`src/rtl/ftrace_sched.sv`:
```
// Function-trace event scheduler: turns committed JAL/JALR into call/return
// events tagged with a call depth, buffers them in a small FIFO and drains
// them to the trace sink over valid/ready. Losses are reported in-band as
// an overflow record once the buffered events ahead of them have drained.
module ftrace_sched #(
   parameter logic [3:0] OP_JAL     = 4'd1,
   parameter logic [3:0] OP_JALR    = 4'd0,
   parameter int         FIFO_DEPTH = 8,
   parameter int         DEPTH_W    = 8
) (
   input  logic               clock,
   input  logic               reset,
   input  logic               cm_valid,
   input  logic [3:0]         cm_optype,
   input  logic [4:0]         cm_rd,
   input  logic [4:0]         cm_rs1,
   input  logic [31:0]        cm_pc,
   input  logic [31:0]        cm_target,
   output logic               ev_valid,
   input  logic               ev_ready,
   output logic [1:0]         ev_kind,
   output logic [31:0]        ev_pc,
   output logic [31:0]        ev_target,
   output logic [DEPTH_W-1:0] ev_depth,
   output logic [15:0]        drop_cnt
);

   localparam int AW = $clog2(FIFO_DEPTH);

   typedef enum logic [1:0] {
      IDLE,
      SEND,
      OVF
   } state_t;

   typedef struct packed {
      logic [1:0]         kind;
      logic [31:0]        pc;
      logic [31:0]        target;
      logic [DEPTH_W-1:0] depth;
   } entry_t;

   state_t             state;
   state_t             state_next;
   entry_t             mem [FIFO_DEPTH];
   entry_t             head;
   entry_t             new_entry;
   logic [AW:0]        wr_ptr;
   logic [AW:0]        rd_ptr;
   logic [AW:0]        wr_ptr_next;
   logic [AW:0]        rd_ptr_next;
   logic [DEPTH_W-1:0] depth;
   logic [DEPTH_W-1:0] depth_inc;
   logic [DEPTH_W-1:0] depth_dec;
   logic [15:0]        drop_cnt_next;
   logic               is_call;
   logic               is_ret;
   logic               classified;
   logic               full;
   logic               empty_next;
   logic               push;
   logic               pop;
   logic               drop;
   logic               ovf_ack;

   function automatic logic is_link(input logic [4:0] r);
      return (r == 5'd1) || (r == 5'd5);
   endfunction

   // Classify the committed instruction and build the event it would push.
   // Calls are tagged with the incremented depth, returns with the current
   // one, so a matching pair carries equal tags.
   always_comb begin
      is_call    = cm_valid && ((cm_optype == OP_JAL) || (cm_optype == OP_JALR))
                   && is_link(cm_rd);
      is_ret     = cm_valid && (cm_optype == OP_JALR) && (cm_rd == 5'd0)
                   && is_link(cm_rs1);
      classified = is_call || is_ret;
      depth_inc  = (depth == {DEPTH_W{1'b1}}) ? depth : depth + 1'b1;
      depth_dec  = (depth == '0) ? depth : depth - 1'b1;
      new_entry.kind   = is_call ? 2'b01 : 2'b10;
      new_entry.pc     = cm_pc;
      new_entry.target = cm_target;
      new_entry.depth  = is_call ? depth_inc : depth;
   end

   // FIFO bookkeeping: the extra pointer bit tells full from empty. A pop
   // only happens in SEND, which guarantees the FIFO holds an entry, so a
   // push into a full FIFO succeeds whenever the sink takes the head.
   always_comb begin
      head        = mem[rd_ptr[AW-1:0]];
      full        = (wr_ptr[AW] != rd_ptr[AW]) && (wr_ptr[AW-1:0] == rd_ptr[AW-1:0]);
      pop         = (state == SEND) && ev_ready;
      ovf_ack     = (state == OVF) && ev_ready;
      push        = classified && (!full || pop);
      drop        = classified && full && !pop;
      wr_ptr_next = wr_ptr + (AW+1)'(push);
      rd_ptr_next = rd_ptr + (AW+1)'(pop);
      empty_next  = (wr_ptr_next == rd_ptr_next);
      drop_cnt_next = drop_cnt;
      if (ovf_ack) begin
         drop_cnt_next = drop ? 16'd1 : 16'd0;
      end else if (drop && (drop_cnt != 16'hFFFF)) begin
         drop_cnt_next = drop_cnt + 16'd1;
      end
   end

   // Event storage; contents are meaningless until the pointers cover them,
   // so the array needs no reset.
   always_ff @(posedge clock) begin
      if (push) begin
         mem[wr_ptr[AW-1:0]] <= new_entry;
      end
   end

   // Pointers, call depth, drop counter and FSM state.
   always_ff @(posedge clock or negedge reset) begin
      if (!reset) begin
         wr_ptr   <= '0;
         rd_ptr   <= '0;
         depth    <= '0;
         drop_cnt <= '0;
         state    <= IDLE;
      end else begin
         wr_ptr   <= wr_ptr_next;
         rd_ptr   <= rd_ptr_next;
         drop_cnt <= drop_cnt_next;
         state    <= state_next;
         if (is_call) begin
            depth <= depth_inc;
         end else if (is_ret) begin
            depth <= depth_dec;
         end
      end
   end

   // Output sequencing: drain buffered events first, and only then report
   // losses, so the overflow record always follows the events before it.
   always_comb begin
      state_next = state;
      case (state)
         IDLE: begin
            if (!empty_next) begin
               state_next = SEND;
            end else if (drop_cnt != 16'd0) begin
               state_next = OVF;
            end
         end
         SEND: begin
            if (empty_next) begin
               state_next = (drop_cnt_next != 16'd0) ? OVF : IDLE;
            end
         end
         OVF: begin
            if (ovf_ack) begin
               state_next = empty_next ? IDLE : SEND;
            end
         end
         default: state_next = IDLE;
      endcase
   end

   // Drive the sink interface from the FIFO head or the overflow record.
   always_comb begin
      ev_valid  = 1'b0;
      ev_kind   = 2'b00;
      ev_pc     = 32'd0;
      ev_target = 32'd0;
      ev_depth  = '0;
      case (state)
         SEND: begin
            ev_valid  = 1'b1;
            ev_kind   = head.kind;
            ev_pc     = head.pc;
            ev_target = head.target;
            ev_depth  = head.depth;
         end
         OVF: begin
            ev_valid  = 1'b1;
            ev_kind   = 2'b11;
            ev_pc     = 32'd0;
            ev_target = {16'd0, drop_cnt};
            ev_depth  = depth;
         end
         default: begin
            ev_valid  = 1'b0;
         end
      endcase
   end

endmodule

```
`config.mk`:
```
export PLATFORM = sky130hd
export DESIGN_NAME = ftrace_sched
export DESIGN_NICKNAME = d
export VERILOG_FILES = /design/src/rtl/ftrace_sched.sv
export SDC_FILE = /design/constraint.sdc
export NUM_CORES = 1
export LEC_CHECK = 0
export BUFFER_PORTS_ARGS = -buffer_cell sky130_fd_sc_hd__buf_2
export CAP_MARGIN = 20
export CELL_PAD_IN_SITES_DETAIL_PLACEMENT = 2
export CELL_PAD_IN_SITES_GLOBAL_PLACEMENT = 2
export CORE_MARGIN = 5
export CORE_UTILIZATION = 46
export DETAILED_ROUTE_END_ITERATION = 6
export PLACE_DENSITY_LB_ADDON = 0.3
export SLEW_MARGIN = 15
export SYNTH_ARGS = -nofsm -noshare
export SYNTH_HDL_FRONTEND = slang
export SYNTH_SLANG_ARGS = --single-unit
```
`constraint.sdc`:
```
create_clock -name clock -period 13.5 [get_ports clock]
set_clock_uncertainty 0.2 [all_clocks]
set_input_delay 0.675 -clock clock [delete_from_list [all_inputs] [get_ports clock]]
set_output_delay 0.675 -clock clock [all_outputs]
set_load 0.005 [all_outputs]
```
# After elaboration in Yosys (flattened, before gate mapping)
# Memories as Yosys holds them, arrays and structs flattened.
# Index checks and enable logic that the tools add are counted.
# W data, S select, Z words.
# op_classes
n_reduce_logical	29
n_eq_ne	16
addsub	5
mux	23
# op_table
cell	n
$pmux W32 S2	1
$mux W8	5
$mux W16	2
$mux W32	1
$reduce_bool A16 Y1	2
$add A16 B1 Y16 const B	1
$ne A16 B16 Y1 const B	1
$pmux W8 S2	1
$logic_and A1 B1 Y1	12
$mux W2	6
$eq A5 B1 Y1 const B	2
$eq A5 B3 Y1 const B	2
$add A4 B1 Y4	2
$add A8 B1 Y8 const B	1
$eq A8 B8 Y1 const B	1
$logic_not A8 Y1	1
$sub A8 B1 Y8 const B	1
$ne A2 B2 Y1 const B	3
$pmux W2 S3	1
$logic_not A5 Y1	1
$logic_or A1 B1 Y1	5
$mux W1	5
$eq A4 B1 Y1 const B	1
$eq A4 B4 Y1	1
13 further kinds	14
# word_totals
register_bits	34
output_inout_bits	91
word_cells	79
inputBits	82
ram_bits	592
mem_count	1
# memory_table
memory	depth	width	rd	rd_ports_with_merged_regs	write_ports	line	text
mem	8	74	1	0	1	45	entry_t mem [FIFO_DEPTH];

# Longest topological paths before layout
# Gate-level depths: netlist (run 1).
# logic_depth
word_depth	14
mapped_depth	16
mapped_depth_nobuf	15

# Worst setup path before layout (run 1)
# No wires, ideal clock.
# synth_path
path_type	in2reg
from	input cm_rd[2]
to	memory mem[0][0] (netlist name) (enable)
t_arrival_ps	9133
path_buffers	0
stages	5
setup_slack_ps	3453
setup_ps	714
t_required_ps	12586
cell_sequence	nor4b_1 -> a21oi_1 -> nand2b_1 -> nor2_1 -> nor4b_1
# synth_via
elab_chain_len	7
word_cells_on_any_way	11
cone_classes	eq/ne: 2; mux: 2; reduce/logical: 7
# synth_lines
item	line	text
from (decl)	15	input logic [4:0] cm_rd,
$eq A5 B1 Y1 (tied with other cells)	67	return (r == 5'd1) || (r == 5'd5);
$logic_or A1 B1 Y1 or $logic_and A1 B1 Y1 (tied branches)	67, 76	
$logic_and A1 B1 Y1, on equally long branches	75, 77	
$logic_or A1 B1 Y1 *	78	classified = is_call || is_ret;
$logic_and A1 B1 Y1 *	95	push = classified && (!full || pop);
$mux W1 *	111	if (push) begin
$mux W1 (implied by the code) *	112	mem[wr_ptr[AW-1:0]] <= new_entry;
to (decl)	45	
# Mark *: on every way between the ends. The rest lies on a longest branch, timed or not.

# Worst setup path after layout (run 1)
# layout_path
from	register rd_ptr[0]
to	output ev_depth[4]
# layout_via
elab_chain_len	2
# layout_lines
item	line	text
from (decl)	49	logic [AW:0] rd_ptr;
from (signal assigned)	126	rd_ptr <= rd_ptr_next;
$mem_v2 Z8 W74	n/a	
$pmux W8 S2	170	case (state)
to (decl)	24	output logic [DEPTH_W-1:0] ev_depth,
# Every way passes these cells.

==> metrics.md, run 1 <==
| Metric | Value |
|---|---|
| Status | finished clean |
| Final setup vio count | 0 |
| Std-Cell Rows | 85 |
| Core footprint | 0.05403 mm2 |
| DRC | 0 |
| CTS tree | done |
| IO Pins | 173 |
| Peak Freq | slightly below 200 MHz |
| Worst EP required | approximately 13 ns |
| MaxCap Viol Count | 0 |
| Post-CTS resize count | 0 |
| Kind of critical path | reg2out |
| Setup TNS | 0 ns |
| Final Net Count | 1591 |
| Crit share post-route | a little under two fifths |
| Wirelength, routed | 70.10 mm |
| Hold crit path type | in2async |
| GPL Wtd Cong | just under 0.8 |
| Routed vias | 13400 |
| End of the critical path | ev_depth[4] |
| Power Internal | between 3 and 4 mW |
| Worst VDD drop | between 0.1 and 0.15 mV |
| H-tree Lvls | 3 |
| YS warnings | 0 |
| Syn_nets | around 1400 |
| Switching share of power | 28.71% |
| Switching power | 1.517 mW |
| Post-DP HPWL | just under 40 mm |
| Layout area overhead | 14.96% |
| Worst-Margin Slew | approximately 1.1 ns |
| PwrDens | about 180 mW/mm2 |
| Final Max Tran Viols | 0 |
| Worst R2R End | mem[3][45] |
| CP Max Fanout | between 40 and 50 |
| Yosys reg bits | 626 |
| Total CTS buffers | between 60 and 70 |
| Clock latency reported for the late side of the worst-skew pair | approximately 0.60 ns |
| Post-CTS Hold Buffers | 0 |
| Largest net degree at the start of global routing | slightly above 60 |
| Most frequent cells in the layout | edfxtp_1 (592), buf_2 (171), mux4_2 (148) |
| Congestion Overflow GR | 0 |
| Post-synth EDFFs | 592 |
| Clk slew on worst S/H paths | approximately 0.060 ns |
| Worst Path Arrival | approximately 4.3 ns |
| Final hold viol count | 0 |
| Top_reg_cell synth | edfxtp_1 |
| Tmin final | 5.181 ns |
| Post-synthesis cell type count | 54 |
| Synth Cell Area | 0.02514 mm2 |
| Worst flop-to-flop path startpoint | rd_ptr[1] |
| CP Capture Type | output port |
| Sequential Power Share | 42.1% |
| Vias in the first global route | ~15000 |
| Post-Syn Instances | 1307 |
| Multi-input logic area | 0.006211 mm2 |
| Total Routing Usage GR | between 20% and 30% |
| Critical Path Start Type | flop |
| WL/cell | roughly 31 um |
| Max_slew headroom | roughly 28% |
| Antenna violations before repair | 8 |
| CP startpoint | rd_ptr[0] |
| Iter 0 DRT Violations | between 1000 and 1500 |
| Clock root buffer | clkbuf_16 |
| Ys async rst share | approximately 5.4% |
| Final core occ | between 50% and 60% |
| Post-place setup slack | between 8 and 9 ns |
| Via/cell ratio | 5.978 |
| Post-CTS Setup Inserts | 0 |
| Fraction of layout cells with a size suffix above 1 | between 20% and 30% |
| R2R setup slack | ~8.5 ns |
| Remaining antenna violation count | 0 |
| Sequential element share of the synthesized area | 74.11% |
| Clock power frac | between 30 and 40% |
| Synth Area per Inst | about 19 um2 |
| Area of all sequential standard cells | approximately 0.019 mm2 |
| Commonest non-fill, non-tap cell in the layout | edfxtp_1 |
| Max clock buf depth | 3 |
| Combinational power share | 24.4% |
| R2r worst-path depth | 8 |
| Pleak | 9.947 nW |
| Die X | between 200 and 250 um |
| Fill cell count | roughly 4700 |
| # port buffers | 171 |
| CTS sink cnt | 626 |
| Vert. Die Dim | between 200 and 250 um |
| RSZ-0062 raised after global routing | no |
| Final worst setup slack | 8.319 ns |
| First-pass GRT wire length | around 110 mm |
| Starting density of the core | between 40% and 50% |
| Die ar. | a little under 0.06 mm2 |
| Drt pass-1 iters | 5 |
-- critical path, cell delays in order, from the launching register on --
cell     delay, ns
dfrtp_4       0.74
buf_4         0.73
buf_4         0.81
mux4_2        0.59
nand2_1       0.09
nand2_1       0.08
a22oi_1       0.21
nor2b_1       0.17
buf_2         0.16
-- power groups by stage --
stage,sequential (mW),combinational (mW),clock [mW]
floorplan,2.18,0.949,0
global placement,2.27,1.25,0
detailed placement,2.27,1.30,0
CTS,2.23,1.32,1.81
global route,2.23,1.39,1.91
finish,2.23,1.29,1.77
-- stage by stage --
stage,power [mW],instance area (um2),instances,hold WS [ns]
floorplan,3.128,25140,1307,0.1794
global placement,3.521,26830,2123,0.3214
detailed placement,3.574,26830,2123,0.3435
CTS,5.356,28890,2238,0.005202
global route,5.537,28890,2238,0.05526
finish,5.285,28900,2241,0.01563
-- registers in the layout, indices dropped and copies added (netlist names) --
| register | cells |
|---|---|
| rd_ptr | 4 |
| mem | 592 |
| wr_ptr | 4 |
| state | 2 |
| depth | 8 |
| drop_cnt | 16 |
-- cell type report --
cell class	count	area share, %
clock buffers	86	6.300
clock inverters	29	0.8271
well taps	696	3.014
flip-flops and latches	626	64.51
repair buffers	197	3.637
multi-input cells	589	21.49
inverters	15	0.1949
diodes	3	0.02598
-- cells by family after synthesis --
family	synth area share, %
multiplexers	15.32
AO/OA/AOI/OAI	2.076
flip-flops	74.11
XOR/XNOR	0.9757
AND/OR/NAND/NOR	5.421
buffers and inverters	1.449
adder cells (fa/ha/maj)	0.6471
-- layer usage --
metal | share of wire [%] | track usage, % | vias to the layer above | routed length (um)
met3 | 5.5 | 3.913 | 98 | 3886
met4 | 1.6 | 5.310 | 10 | 1137
li1 | - | - | 5602 | -
met1 | 41 | 32.45 | 7246 | 28690
met2 | 52 | 40.89 | 440 | 36320
met5 | 0.098 | 0 | - | 69
-- cell usage after synthesis (15+ instances only) --
master    count  area, um2
mux2i_1      48      480.5
dfrtp_1      34      850.8
nand3_1      15      75.07
mux4_2      148       3333
nor2_1       48      180.2
clkbuf_1     53      198.9
nand2_1      97      364.1
buf_1        19      71.32
a22oi_1      25      187.7
nor2b_1      59      369.1
edfxtp_1    592      17780
a21oi_1      17      85.08
-- how the worst min path moves through the flow --
stage	from	end	slack, ns
after CTS	reset	drop_cnt[13]	0.005
after global routing	reset	drop_cnt[13]	0.06
after detailed placement	rd_ptr[3]	rd_ptr[3]	0.34
final	reset	drop_cnt[13]	0.02
after floorplan	reset	depth[0]	0.18
after global placement	wr_ptr[3]	wr_ptr[3]	0.32
No activity file was read; power rests on OpenSTA's default activity.
==> inputs of run 2 (changes only) <==
- clock period: 13.5 -> 5 ns (I/O delays scaled with it)
==> metrics.md, run 2 (synthesis gave the netlist of run 1 again) <==
| Metric | Value |
|---|---|
| # port buffers | 171 (unchanged) |
| Wirelength, routed | 75.40 mm (+7.6%) |
| Kind of critical path | reg2reg |
| Die ar. | 0.05942 mm2 (unchanged) |
| Worst flop-to-flop path startpoint | wr_ptr[2] |
| H-tree Lvls | 3 (unchanged) |
| Starting density of the core | 46.52% (unchanged) |
| Switching power | 4.271 mW (+180%) |
| Std-Cell Rows | 85 (unchanged) |
| Tmin final | 4.399 ns |
| RSZ-0062 raised after global routing | no |
| Largest net degree at the start of global routing | 103 (+69%) |
| CTS sink cnt | 626 (unchanged) |
| Clk slew on worst S/H paths | 0.06 ns (about the same) |
| Final Net Count | 1661 (+4.4%) |
| Iter 0 DRT Violations | 1214 (+2.2%) |
| Fraction of layout cells with a size suffix above 1 | 28.29% (-1.2 points) |
| Total Routing Usage GR | 25.40% (+1.6 points) |
| Worst Path Arrival | 4.64 ns (+0.33 ns) |
| Worst VDD drop | 0.4178 mV (+210%) |
| First-pass GRT wire length | 111.5 mm (+6.1%) |
| Final setup vio count | 0 (unchanged) |
| Worst R2R End | state[1] |
| Final hold viol count | 0 (unchanged) |
| DRC | 0 (unchanged) |
| R2R setup slack | 0.60 ns (-7.94 ns) |
| Worst-Margin Slew | 1.178 ns (+0.09904 ns) |
| Max reg flops | 592 (unchanged) |
| Layout area overhead | 18.55% |
| Die X | 243.8 um (unchanged) |
| CTS tree | done |
| CP Max Fanout | 10 (-77%) |
| WL/cell | 32.54 um (+4.0%) |
| Via/cell ratio | 5.956 (-0.37%) |
| Max_slew headroom | 20.65% (-7.4 points) |
| Congestion Overflow GR | 0 (unchanged) |
| CP startpoint | wr_ptr[2] |
| R2r worst-path depth | 9 (+1) |
| Post-place setup slack | 0.6834 ns (-7.855 ns) |
| Most frequent cells in the layout | edfxtp_1 (592), buf_2 (171), mux4_2 (148) |
| Final worst setup slack | 0.6014 ns (-7.718 ns) |
| Final core occ | 55.15% (+1.7 points) |
| IO Pins | 173 (unchanged) |
| Drt pass-1 iters | 5 (unchanged) |
| MaxCap Viol Count | 0 (unchanged) |
| Sequential Power Share | 39.7% (-2.4 points) |
| Hold slack final | 0.08861 ns (+0.07298 ns) |
| Core footprint | 0.05403 mm2 (unchanged) |
| Switching share of power | 29.24% (+0.53 points) |
| Status | finished clean |
| Total CTS buffers | 68 (+1.5%) |
| Clock root buffer | clkbuf_16 |
| Peak Freq | about 230 MHz |
| PwrDens | 490.2 mW/mm2 (+170%) |
| Post-DP HPWL | 40.48 mm (+1.8%) |
| Remaining antenna violation count | 0 (unchanged) |
| Post-CTS Setup Inserts | 0 (unchanged) |
| Crit share post-route | between 80% and 90% |
| Combinational power share | 26.4% (+2.0 points) |
| Post-CTS resize count | 0 (unchanged) |
| Clock latency reported for the late side of the worst-skew pair | 0.60 ns (about the same) |
| Routed vias | 13800 (+3.0%) |
| Worst EP required | 5.24 ns (-7.38 ns) |
| Hold crit path type | in2reg |
| Critical Path Start Type | flop |
| Vias in the first global route | 15600 (+3.2%) |
| End of the critical path | state[1] |
| Pleak | 10.29 nW (+3.4%) |
| Antenna violations before repair | 5 (-3) |
| Vert. Die Dim | 243.8 um (unchanged) |
| Clock power frac | 33.9% (+0.4 points) |
| CP Capture Type | flop |
| Commonest non-fill, non-tap cell in the layout | edfxtp_1 |
| GPL Wtd Cong | 0.7891 (+0.24%) |
| Final Max Tran Viols | 0 (unchanged) |
| Max clock buf depth | 3 (unchanged) |
| Power Internal | 10.33 mW (+170%) |
==> run 2: changes by cell type in the layout (fill, tap and decap cells not counted), sizes merged <==
cell	before	now
dlygate4sd3	0	66
clkbuf	86	90
clkinv	23	27
buf	197	200
clkinvlp	0	3
inv	17	15
bufinv	4	3
diode	3	2
==> run 2: final cells by class <==
type / count / area (um2)
tap: 696 / 870.8
antenna: 2 / 5.005
inverter: 15 / 56.30
clock inverter: 33 / 229.0
timing repair buffer: 266 / 1829
clock buffer: 90 / 1921
fill: 4621 / 24230
sequential: 626 / 18640
multi-input combinational: 589 / 6247
==> run 2: worst min-delay path by stage <==
stage | startpoint | endpoint | slack (ns) | depth (start not counted)
final | cm_rd[0] | mem[5][72] | 0.09 | 3
after global routing | cm_rd[0] | mem[5][72] | 0.11 | 3
after CTS | cm_rd[0] | mem[5][72] | 0.05 | 3
after detailed placement | reset | rd_ptr[2] | 0.24 | 1
after floorplan | reset | depth[0] | -0.25 | 0
after global placement | reset | rd_ptr[3] | 0.23 | 1
==> run 2: critical path, stage by stage (launching register included) <==
cell and delay (ns):
dfrtp_1 0.80, xnor2_1 0.19, o2111ai_1 0.19, or4b_1 0.75, or4_4 0.64, mux2_4 0.31, o221a_1 0.21, or4_1 0.51
o311ai_1 0.30, a22oi_1 0.12
==> run 2: power groups by stage <==
stage | sequential (mW) | clock (mW) | combinational, mW
final | 5.80 | 4.94 | 3.86
after global routing | 5.80 | 5.31 | 4.13
after CTS | 5.80 | 5.02 | 3.89
after detailed placement | 5.91 | 0 | 3.78
after global placement | 5.90 | 0 | 3.61
after floorplan | 5.89 | 0 | 2.56
==> run 2: routing by layer <==
metal	vias to the layer above	track usage (%)	routed length, um
li1	5774	-	-
met1	7453	33.94	30910
met2	466	44.00	38990
met3	102	4.494	4098
met4	4	6.057	1378
met5	-	0	27
==> run 2: metrics by stage <==
step / setup TNS, ns / total power, mW / std cells / area, um2
detailed placement: 0 / 9.685 / 2125 / 26950
finish: 0 / 14.61 / 2317 / 29800
global route: 0 / 15.24 / 2317 / 29800
floorplan: -345.03 / 8.447 / 1307 / 25180
global placement: 0 / 9.517 / 2125 / 26950
CTS: 0 / 14.71 / 2314 / 29760
==> run 2: timing repair <==
item | 4_1_cts | 5_1_grt
hold buffers | 66 | 0
setup endpoints to repair | 0 | 0
endpoints found under the hold margin | 548 | 0
==> inputs of run 3 (changes only) <==
- CAP_MARGIN: 20 -> 40
- CTS_BUF_LIST: not set -> sky130_fd_sc_hd__clkbuf_16
==> metrics.md, run 3 (synthesis gave the netlist of run 1 again) <==
| Metric | Value |
|---|---|
| Worst Path Arrival | 4.64 ns (about the same) |
| CP Max Fanout | 10 (unchanged) |
| Drt pass-1 iters | 5 (unchanged) |
| Vert. Die Dim | 243.8 um (unchanged) |
| Power Internal | 10.28 mW (-0.56%) |
| Tot Pwr | 14.58 mW (-0.18%) |
| Post-route cell area | 0.02994 mm2 (+0.48%) |
| Post-place setup slack | 0.6931 ns (+0.009742 ns) |
| CP Capture Type | flop |
| Kind of critical path | reg2reg |
| Max reg flops | 592 (unchanged) |
| Iter 0 DRT Violations | 1294 (+6.6%) |
| Layout Cells excl Fill | 2323 (+0.26%) |
| PwrDens | 486.9 mW/mm2 (-0.66%) |
| Final hold viol count | 0 (unchanged) |
| Dpl cell area | 0.02711 mm2 (+0.58%) |
| GPL Wtd Cong | 0.7891 (unchanged) |
| Max_slew headroom | 38.68% (+18 points) |
| First-pass GRT wire length | 111.3 mm (-0.21%) |
| Max clock buf depth | 3 (unchanged) |
| Total Routing Usage GR | 25.40% (about the same) |
| Setup TNS | 0 ns (unchanged) |
| Wirelength, routed | 75.22 mm (-0.24%) |
| Via/cell ratio | 5.973 (+0.30%) |
| Worst EP required | 5.26 ns (+0.02 ns) |
| Clock root buffer | clkbuf_16 |
| Routed vias | 13880 (+0.56%) |
| Switching power | 4.303 mW (+0.75%) |
| IO Pins | 173 (unchanged) |
| Vias in the first global route | 15610 (+0.12%) |
| Combinational power share | 26.6% (+0.2 points) |
| Final Net Count | 1671 (+0.60%) |
| Clock power frac | 33.7% (-0.2 points) |
| CTS tree | done |
| Sequential Power Share | 39.8% (about the same) |
| CTS sink cnt | 626 (unchanged) |
| Clock latency reported for the late side of the worst-skew pair | 0.60 ns (about the same) |
| Die ar. | 0.05942 mm2 (unchanged) |
| # port buffers | 171 (unchanged) |
| Worst-Margin Slew | 0.9198 ns (-0.2580 ns) |
| Clk slew on worst S/H paths | 0.07 ns (about the same) |
| Most frequent cells in the layout | edfxtp_1 (592), buf_2 (172), mux4_2 (148) |
| Std-Cell Rows | 85 (unchanged) |
| Largest net degree at the start of global routing | 103 (unchanged) |
| Congestion Overflow GR | 0 (unchanged) |
| Final worst setup slack | 0.6168 ns (+0.01549 ns) |
| Commonest non-fill, non-tap cell in the layout | edfxtp_1 |
| RSZ-0062 raised after global routing | no |
| Starting density of the core | 46.52% (unchanged) |
| Post-CTS Setup Inserts | 0 (unchanged) |
| Critical Path Start Type | flop |
| Remaining antenna violation count | 0 (unchanged) |
| DRC | 0 (unchanged) |
| Status | finished clean |
| Pleak | 10.42 nW (+1.3%) |
| Post-DP HPWL | 41.22 mm (+1.8%) |
| Antenna violations before repair | 4 (-1) |
| Fraction of layout cells with a size suffix above 1 | 28.89% (+0.60 points) |
| Layout area overhead | 19.12% |
| Hold crit path type | in2async |
| Tmin final | 4.383 ns (-0.01549 ns) |
| Total CTS buffers | 67 (-1.5%) |
| Post-CTS Hold Buffers | 67 (+1.5%) |
| Final Max Tran Viols | 0 (unchanged) |
| Core footprint | 0.05403 mm2 (unchanged) |
| Cells after DPL | 2132 (+0.33%) |
| Die X | 243.8 um (unchanged) |
| MaxCap Viol Count | 0 (unchanged) |
| Worst VDD drop | 0.4812 mV (+15%) |
| Final setup vio count | 0 (unchanged) |
| Crit share post-route | 87.66% (-0.31 points) |
| WL/cell | 32.38 um (-0.50%) |
| H-tree Lvls | 3 (unchanged) |
| Peak Freq | 228.1 MHz (+0.35%) |
| Post-CTS resize count | 0 (unchanged) |
| Switching share of power | 29.51% (+0.27 points) |
| # diodes | 0 (-2) |
[run 3: area by class of cell]
type | instances | area (um2)
Clock buffer | 71 | 1777
Clock inverter | 49 | 322.8
Fill cell | 4546 | 24090
Inverter | 15 | 56.30
Multi-Input combinational cell | 589 | 6247
Sequential cell | 626 | 18640
Tap cell | 696 | 870.8
Timing Repair Buffer | 277 | 2027
[run 3: final timing paths]
| check | from | end | slack, ns | cells after the start |
|---|---|---|---|---|
| setup / recovery | state[1] | state[1] | 0.62 | 11 |
| min in group clock | cm_rd[0] | mem[6][72] | 0.08 | 3 |
| hold reg to reg | wr_ptr[3] | wr_ptr[3] | 0.35 | 1 |
| max in group asynchronous | reset | rd_ptr[1] | 3.72 | 4 |
| hold / removal | reset | drop_cnt[3] | 0.01 | 3 |
| setup reg to reg | state[1] | state[1] | 0.62 | 11 |
[run 3: routing by layer]
| metal | global-route usage (%) | vias to the layer above | share of wire, % |
|---|---|---|---|
| met4 | 6.754 | 6 | 2.3 |
| met5 | 0 | - | 0.055 |
| met1 | 34.21 | 7466 | 40 |
| li1 | - | 5773 | - |
| met3 | 4.537 | 108 | 6.2 |
| met2 | 43.33 | 523 | 51 |
[run 3: stage by stage]
step                hold slack [ns]  utilization (%)
floorplan                   -0.2456                -
global placement             0.2314            49.89
detailed placement          0.03947            50.18
CTS                       0.0003234            55.31
global route                0.03297            55.42
finish                      0.01347            55.42
[run 3: critical path, stage by stage, from the launching register on]
cell and delay (ns):
dfrtp_1 0.37, inv_1 0.09, ha_2 0.18, and2_4 0.16, a221o_1 0.29, or4b_1 0.77
or4_4 0.64, mux2_4 0.31, o221a_1 0.22, or4_1 0.53, o311ai_1 0.35, a22oi_1 0.13
[run 3: power by group through the flow]
stage | combinational (mW) | sequential, mW | clock [mW]
floorplan | 2.56 | 5.89 | 0
global placement | 3.61 | 5.90 | 0
detailed placement | 3.81 | 5.91 | 0
CTS | 3.93 | 5.80 | 4.98
global route | 4.16 | 5.80 | 5.27
finish | 3.87 | 5.80 | 4.91
